[src/rtl/relu_maxpool2x2.sv]
// ReLU followed by 2x2 / stride-2 max pooling over a raster-ordered CO-channel map.
// A half-row buffer keeps the even-row pair maxima, so input may arrive with arbitrary gaps.
module relu_maxpool2x2 #(
  parameter int CO   = 3,
  parameter int I_BW = 23,
  parameter int OW   = 24,
  parameter int OH   = 24,
  parameter int CW   = 5,
  parameter int RW   = 5
) (
  input  logic                 clk,
  input  logic                 reset_n,
  input  logic                 i_clear,
  input  logic                 i_in_valid,
  input  logic [CO*I_BW-1:0]   i_in_fmap,
  output logic                 o_ot_valid,
  output logic [CO*I_BW-1:0]   o_ot_fmap,
  output logic                 o_frame_done
);

  localparam int FW = CO * I_BW;
  localparam int PW = OW / 2;
  localparam int AW = (PW > 1) ? $clog2(PW) : 1;
  localparam logic [CW-1:0] COL_LAST = CW'(OW - 1);
  localparam logic [RW-1:0] ROW_LAST = RW'(OH - 1);

  function automatic logic [I_BW-1:0] relu(input logic signed [I_BW-1:0] x);
    return x[I_BW-1] ? '0 : x;
  endfunction

  function automatic logic [I_BW-1:0] umax(input logic [I_BW-1:0] a, input logic [I_BW-1:0] b);
    return (a > b) ? a : b;
  endfunction

  function automatic logic [FW-1:0] relu_vec(input logic [FW-1:0] x);
    logic [FW-1:0] r;
    r = '0;
    for (int c = 0; c < CO; c++) r[c*I_BW +: I_BW] = relu(x[c*I_BW +: I_BW]);
    return r;
  endfunction

  function automatic logic [FW-1:0] max_vec(input logic [FW-1:0] a, input logic [FW-1:0] b);
    logic [FW-1:0] r;
    r = '0;
    for (int c = 0; c < CO; c++) r[c*I_BW +: I_BW] = umax(a[c*I_BW +: I_BW], b[c*I_BW +: I_BW]);
    return r;
  endfunction

  logic [CW-1:0] col;
  logic [RW-1:0] row;
  logic [FW-1:0] hold;
  logic [FW-1:0] rowbuf [PW];

  logic          acc_p0;
  logic          col_last_p0;
  logic          row_last_p0;
  logic          hold_we_p0;
  logic          buf_we_p0;
  logic          pool_p0;
  logic [AW-1:0] bidx_p0;
  logic [FW-1:0] relu_p0;
  logic [FW-1:0] pair_p0;
  logic [FW-1:0] pool_val_p0;

  logic          vld_p1;
  logic [FW-1:0] fmap_p1;
  logic          done_p1;

  // Stage p0: ReLU, column pairing and row combine, all from the current pixel
  always_comb begin
    acc_p0      = i_in_valid & ~i_clear;
    col_last_p0 = (col == COL_LAST);
    row_last_p0 = (row == ROW_LAST);
    // The trailing column of an odd-width map and the trailing row of an
    // odd-height map are never part of a complete block.
    hold_we_p0  = acc_p0 & ~col[0] & ~col_last_p0;
    buf_we_p0   = acc_p0 & col[0] & ~row[0] & ~row_last_p0;
    pool_p0     = acc_p0 & col[0] & row[0];
    bidx_p0     = AW'(col >> 1);
    relu_p0     = relu_vec(i_in_fmap);
    pair_p0     = max_vec(hold, relu_p0);
    pool_val_p0 = max_vec(rowbuf[bidx_p0], pair_p0);
  end

  always_ff @(posedge clk or negedge reset_n) begin
    if (!reset_n) begin
      col     <= '0;
      row     <= '0;
      vld_p1  <= 1'b0;
      done_p1 <= 1'b0;
    end else if (i_clear) begin
      col     <= '0;
      row     <= '0;
      vld_p1  <= 1'b0;
      done_p1 <= 1'b0;
    end else begin
      vld_p1  <= pool_p0;
      done_p1 <= acc_p0 & col_last_p0 & row_last_p0;
      if (acc_p0) begin
        if (col_last_p0) begin
          col <= '0;
          row <= row_last_p0 ? '0 : row + 1'b1;
        end else begin
          col <= col + 1'b1;
        end
      end
    end
  end

  always_ff @(posedge clk or negedge reset_n) begin
    if (!reset_n) begin
      hold <= '0;
    end else if (i_clear) begin
      hold <= '0;
    end else if (hold_we_p0) begin
      hold <= relu_p0;
    end
  end

  // Row buffer is always rewritten on an even row before being read, so clear leaves it alone
  always_ff @(posedge clk or negedge reset_n) begin
    if (!reset_n) begin
      for (int i = 0; i < PW; i++) rowbuf[i] <= '0;
    end else if (buf_we_p0) begin
      rowbuf[bidx_p0] <= pair_p0;
    end
  end

  // Stage p1: registered pooled pixel, held between valid pulses
  always_ff @(posedge clk or negedge reset_n) begin
    if (!reset_n) begin
      fmap_p1 <= '0;
    end else if (pool_p0) begin
      fmap_p1 <= pool_val_p0;
    end
  end

  assign o_ot_valid   = vld_p1;
  assign o_ot_fmap    = fmap_p1;
  assign o_frame_done = done_p1;

endmodule

[config.mk]
export PLATFORM = sky130hd
export DESIGN_NAME = relu_maxpool2x2
export DESIGN_NICKNAME = d
export VERILOG_FILES = /design/src/rtl/relu_maxpool2x2.sv
export SDC_FILE = /design/constraint.sdc
export NUM_CORES = 2
export LEC_CHECK = 0
export ABC_AREA = 1
export BUFFER_PORTS_ARGS = -buffer_cell sky130_fd_sc_hd__buf_2
export CAP_MARGIN = 40
export CORE_MARGIN = 2
export CORE_UTILIZATION = 50
export DETAILED_ROUTE_END_ITERATION = 8
export MAX_ROUTING_LAYER = met4
export PLACE_DENSITY_LB_ADDON = 0.2
export SLEW_MARGIN = 20
export SYNTH_ARGS = -nofsm -noshare
export SYNTH_HDL_FRONTEND = slang
export SYNTH_SLANG_ARGS = --single-unit
[constraint.sdc]
create_clock -name clk -period 8.46 [get_ports clk]
set_clock_uncertainty 0.2 [all_clocks]
set_input_delay 0.423 -clock clk [delete_from_list [all_inputs] [get_ports clk]]
set_output_delay 0.423 -clock clk [all_outputs]
set_load 0.03 [all_outputs]
==> flow_summary.json <==
{
  "status": "completed",
  "synth-simple-area-share": 0.266,
  "die_width_um": 327,
  "dpl_worst_slack_ps": 1820,
  "final_util": 0.549,
  "wl_per_cell_um": 19.4,
  "critPathLaunch": "col[2]",
  "htreeDepth": 3,
  "relSlewSlack": 0.359,
  "die_h_um": 327,
  "fin_nets": 7108,
  "finalSetupViolCount": 0,
  "syn_to_final_growth_pct": 9.04,
  "ys_types": 41,
  "track_usage": 0.311,
  "clk_latency_ps": 700,
  "grt_max_degree": 162,
  "synthAdderAreaFrac": 0.0322,
  "end_kind": "flop",
  "synth_top_family_by_area": "simple AND/OR/NAND/NOR gates",
  "route.antenna.remaining_nets": 0,
  "drt_iter0_markers": 4741,
  "num_antenna_cells": 0,
  "ys_seq_elements": 936,
  "design.die.area_mm2": 0.107,
  "maxSlewViolCount": 0,
  "synth-edff-count": 0,
  "synth_compound_area_frac": 0.110,
  "async_flop_share": 1.00,
  "max_freq_mhz": 171,
  "floorplan.initialDensity": 0.503,
  "overflow": 0,
  "clockBufferDepth": 3,
  "core_mm2": 0.103,
  "hold_path.class": "in2async",
  "rsz0062_at_grt": "false",
  "firstDrtPassIters": 6,
  "fin_crit_ps": 5850,
  "yosys_warnings": 0,
  "grt_pass1_wl_um": 256000,
  "antenna_found_initial": 0,
  "peakVddDrop_mv": 0.170,
  "grt_util_met1": 0.434,
  "io_buffers": 140,
  "layout-drive-gt1-share": 0.0667,
  "ys_top_cells_by_count": "nand2_1, nand3_1, inv_1, dfrtp_1, o21ai_0",
  "num_io_pins": 144,
  "num_rows": 118,
  "regToRegSetupSlack_ps": 2610,
  "synth_top_area_share": 0.450,
  "syn_inst": 7010,
  "max_cap_viol_count": 0,
  "fill_cells": 9786,
  "path_clk_slew_ps": 60,
  "grt_pass1_vias": 44200,
  "grt.busiest_layer": "met2",
  "final_hold_viol_count": 0,
  "synth_xor_area_frac": 0,
  "worst_ep_required_time_ps": 8850,
  "p_leak_nw": 30.3,
  "clock_sinks": 936,
  "synth_area_per_cell_um2": 7.42,
  "drc": 0,
  "reg2regPathDepth": 23,
  "startpoint_type": "flop",
  "synth_most_common_cell": "nand2_1",
  "grt_use_met3": 0.0426,
  "r2r-end": "o_ot_fmap[39]",
  "r2r_start": "col[2]",
  "worstSetupEndpoint": "o_ot_fmap[39]",
  "worstPathArrival_ps": 6240,
  "hpwl_um": 93100,
  "crit_type": "reg2reg",
  "num_vias": 46800,
  "gp_congestion": 0.900,
  "ys.flop_type": "dfrtp_1",
  "synthMuxAreaShare": 0,
  "crit_fanout": 70,
  "wl_um": 162000,
  "clockRootBuffer": "clkbuf_16",
  "period_share": 0.692,
  "vias_per_cell": 5.60,
  "netlist_area_mm2": 0.0520,
  "pwr_density_cell_mw_per_mm2": 218,
  "synth_area_leaders": "dfrtp_1, nand3_1, nand2_1",
  "cts_tree": "yes",
  "final.setup.tns_ps": 0,
  "use_met2": 0.475,
  "layout_setup_ws_ps": 2610,
  "tightest_slew_ps": 961,
  "cts_buffers": 104,
  "synth-seq-area-share": 0.450,
  "yosysTopAreaCell": "dfrtp_1"
}
report_power, final:
| part | leakage (nW) | switching (mW) | total (mW) | internal (mW) |
|---|---|---|---|---|
| Clock | 1.68 | 1.95 | 4.60 | 2.65 |
| Sequential | 9.25 | 0.169 | 4.93 | 4.76 |
| Combinational | 19.4 | 1.97 | 2.82 | 0.855 |
| Total | 30.3 | 4.09 | 12.4 | 8.26 |
worst min path at each step:
stage / from / end / slack, ps / cells past startpoint
2_1_floorplan: reset_n / col[0] / -70 / 0
3_3_place_gp: o_ot_fmap[62] / o_ot_fmap[62] / 260 / 2
3_5_place_dp: o_ot_fmap[31] / o_ot_fmap[31] / 260 / 2
4_1_cts: reset_n / o_ot_fmap[59] / 150 / 2
5_1_grt: reset_n / rowbuf[684] / 200 / 2
6_report: reset_n / rowbuf[753] / 150 / 2
worst max-delay path: stages (launching register included):
cell,delay [ps]
dfrtp_4,650
buf_4,580
nand2_4,540
inv_6,830
buf_12,450
nand2_1,100
nand4_1,90
nand2_1,50
nand2_1,100
nor2_1,100
inv_1,70
ha_1,230
nand2_1,100
nor2_1,50
o21ai_0,150
nand2_1,140
nand2_1,90
nand3_1,70
buf_4,240
nand2_1,340
buf_8,230
nand3_1,90
nand2_1,100
nand2_1,60
through the flow:
step                      total power, mW  hold slack (ps)  std cells  cell area [um^2]
after floorplan                      6.93            -72.6       7012             52000
after global placement               7.64              260       8085             52200
after detailed placement             7.73              260       8100             52500
after CTS                            12.4              149       8359             56600
after global routing                 13.0              195       8365             56700
final                                12.4              151       8365             56700
layout make-up:
| type | instances | area (um^2) | area share |
|---|---|---|---|
| tap | 1380 | 1730 | 0.0304 |
| sequential | 936 | 23400 | 0.413 |
| clock inverter | 27 | 294 | 0.00518 |
| inverter | 1150 | 4330 | 0.0764 |
| multi-input combinational | 4408 | 21300 | 0.375 |
| clock buffer | 163 | 3120 | 0.0551 |
| timing repair buffer | 301 | 2510 | 0.0443 |
registers in the layout, indices dropped and copies added (netlist names):
signal        flops
row               5
o_frame_done      1
hold             66
rowbuf          792
o_ot_fmap        66
o_ot_valid        1
col               5
cell families (layout without fill, tap and decap cells):
group	Yosys count	after routing
flip-flops	936	936
AO/OA/AOI/OAI	1119	1119
buffers and inverters	1668	1641
AND/OR/NAND/NOR	3152	3152
adder cells (fa/ha/maj)	134	134
other	1	3
placed cells by master, fill, tap and decap left out, types with 3 or more instances in the layout:
master         instances
conb_1                 3
clkbuf_1              29
nand2_4                5
inv_6                  9
inv_1               1142
buf_4                 60
ha_1                 134
clkinvlp_4             3
clkinv_2              12
nor2_4                 5
dlygate4sd3_1         69
a21o_1                 8
nand4_1               71
clkbuf_8              30
clkbuf_16            104
nor3_4                12
nand2_2               30
nand3_1             1165
buf_16                 9
o21ai_0              828
nand2_1             1395
buf_8                  7
buf_2                139
inv_2                  4
bufinv_16              4
o21ai_1              171
o22ai_1               67
dfrtp_1              934
nor3_1                 4
a21oi_1               39
buf_12                15
nor2_1               449
nand3_2                4
what timing repair did:
action / 4_1_cts / 5_1_grt
hold buffers: 69 / 0
buffers inserted: 0 / 0
endpoints found under the hold margin: 168 / 0
gates resized for setup: 0 / 0
layer usage:
layer | vias up | part of all wire
met3 | 352 | 0.077
met5 | - | 0
met2 | 1889 | 0.45
met1 | 22500 | 0.44
li1 | 22000 | -
met4 | 0 | 0.027
(Power assumes the default switching activity.)
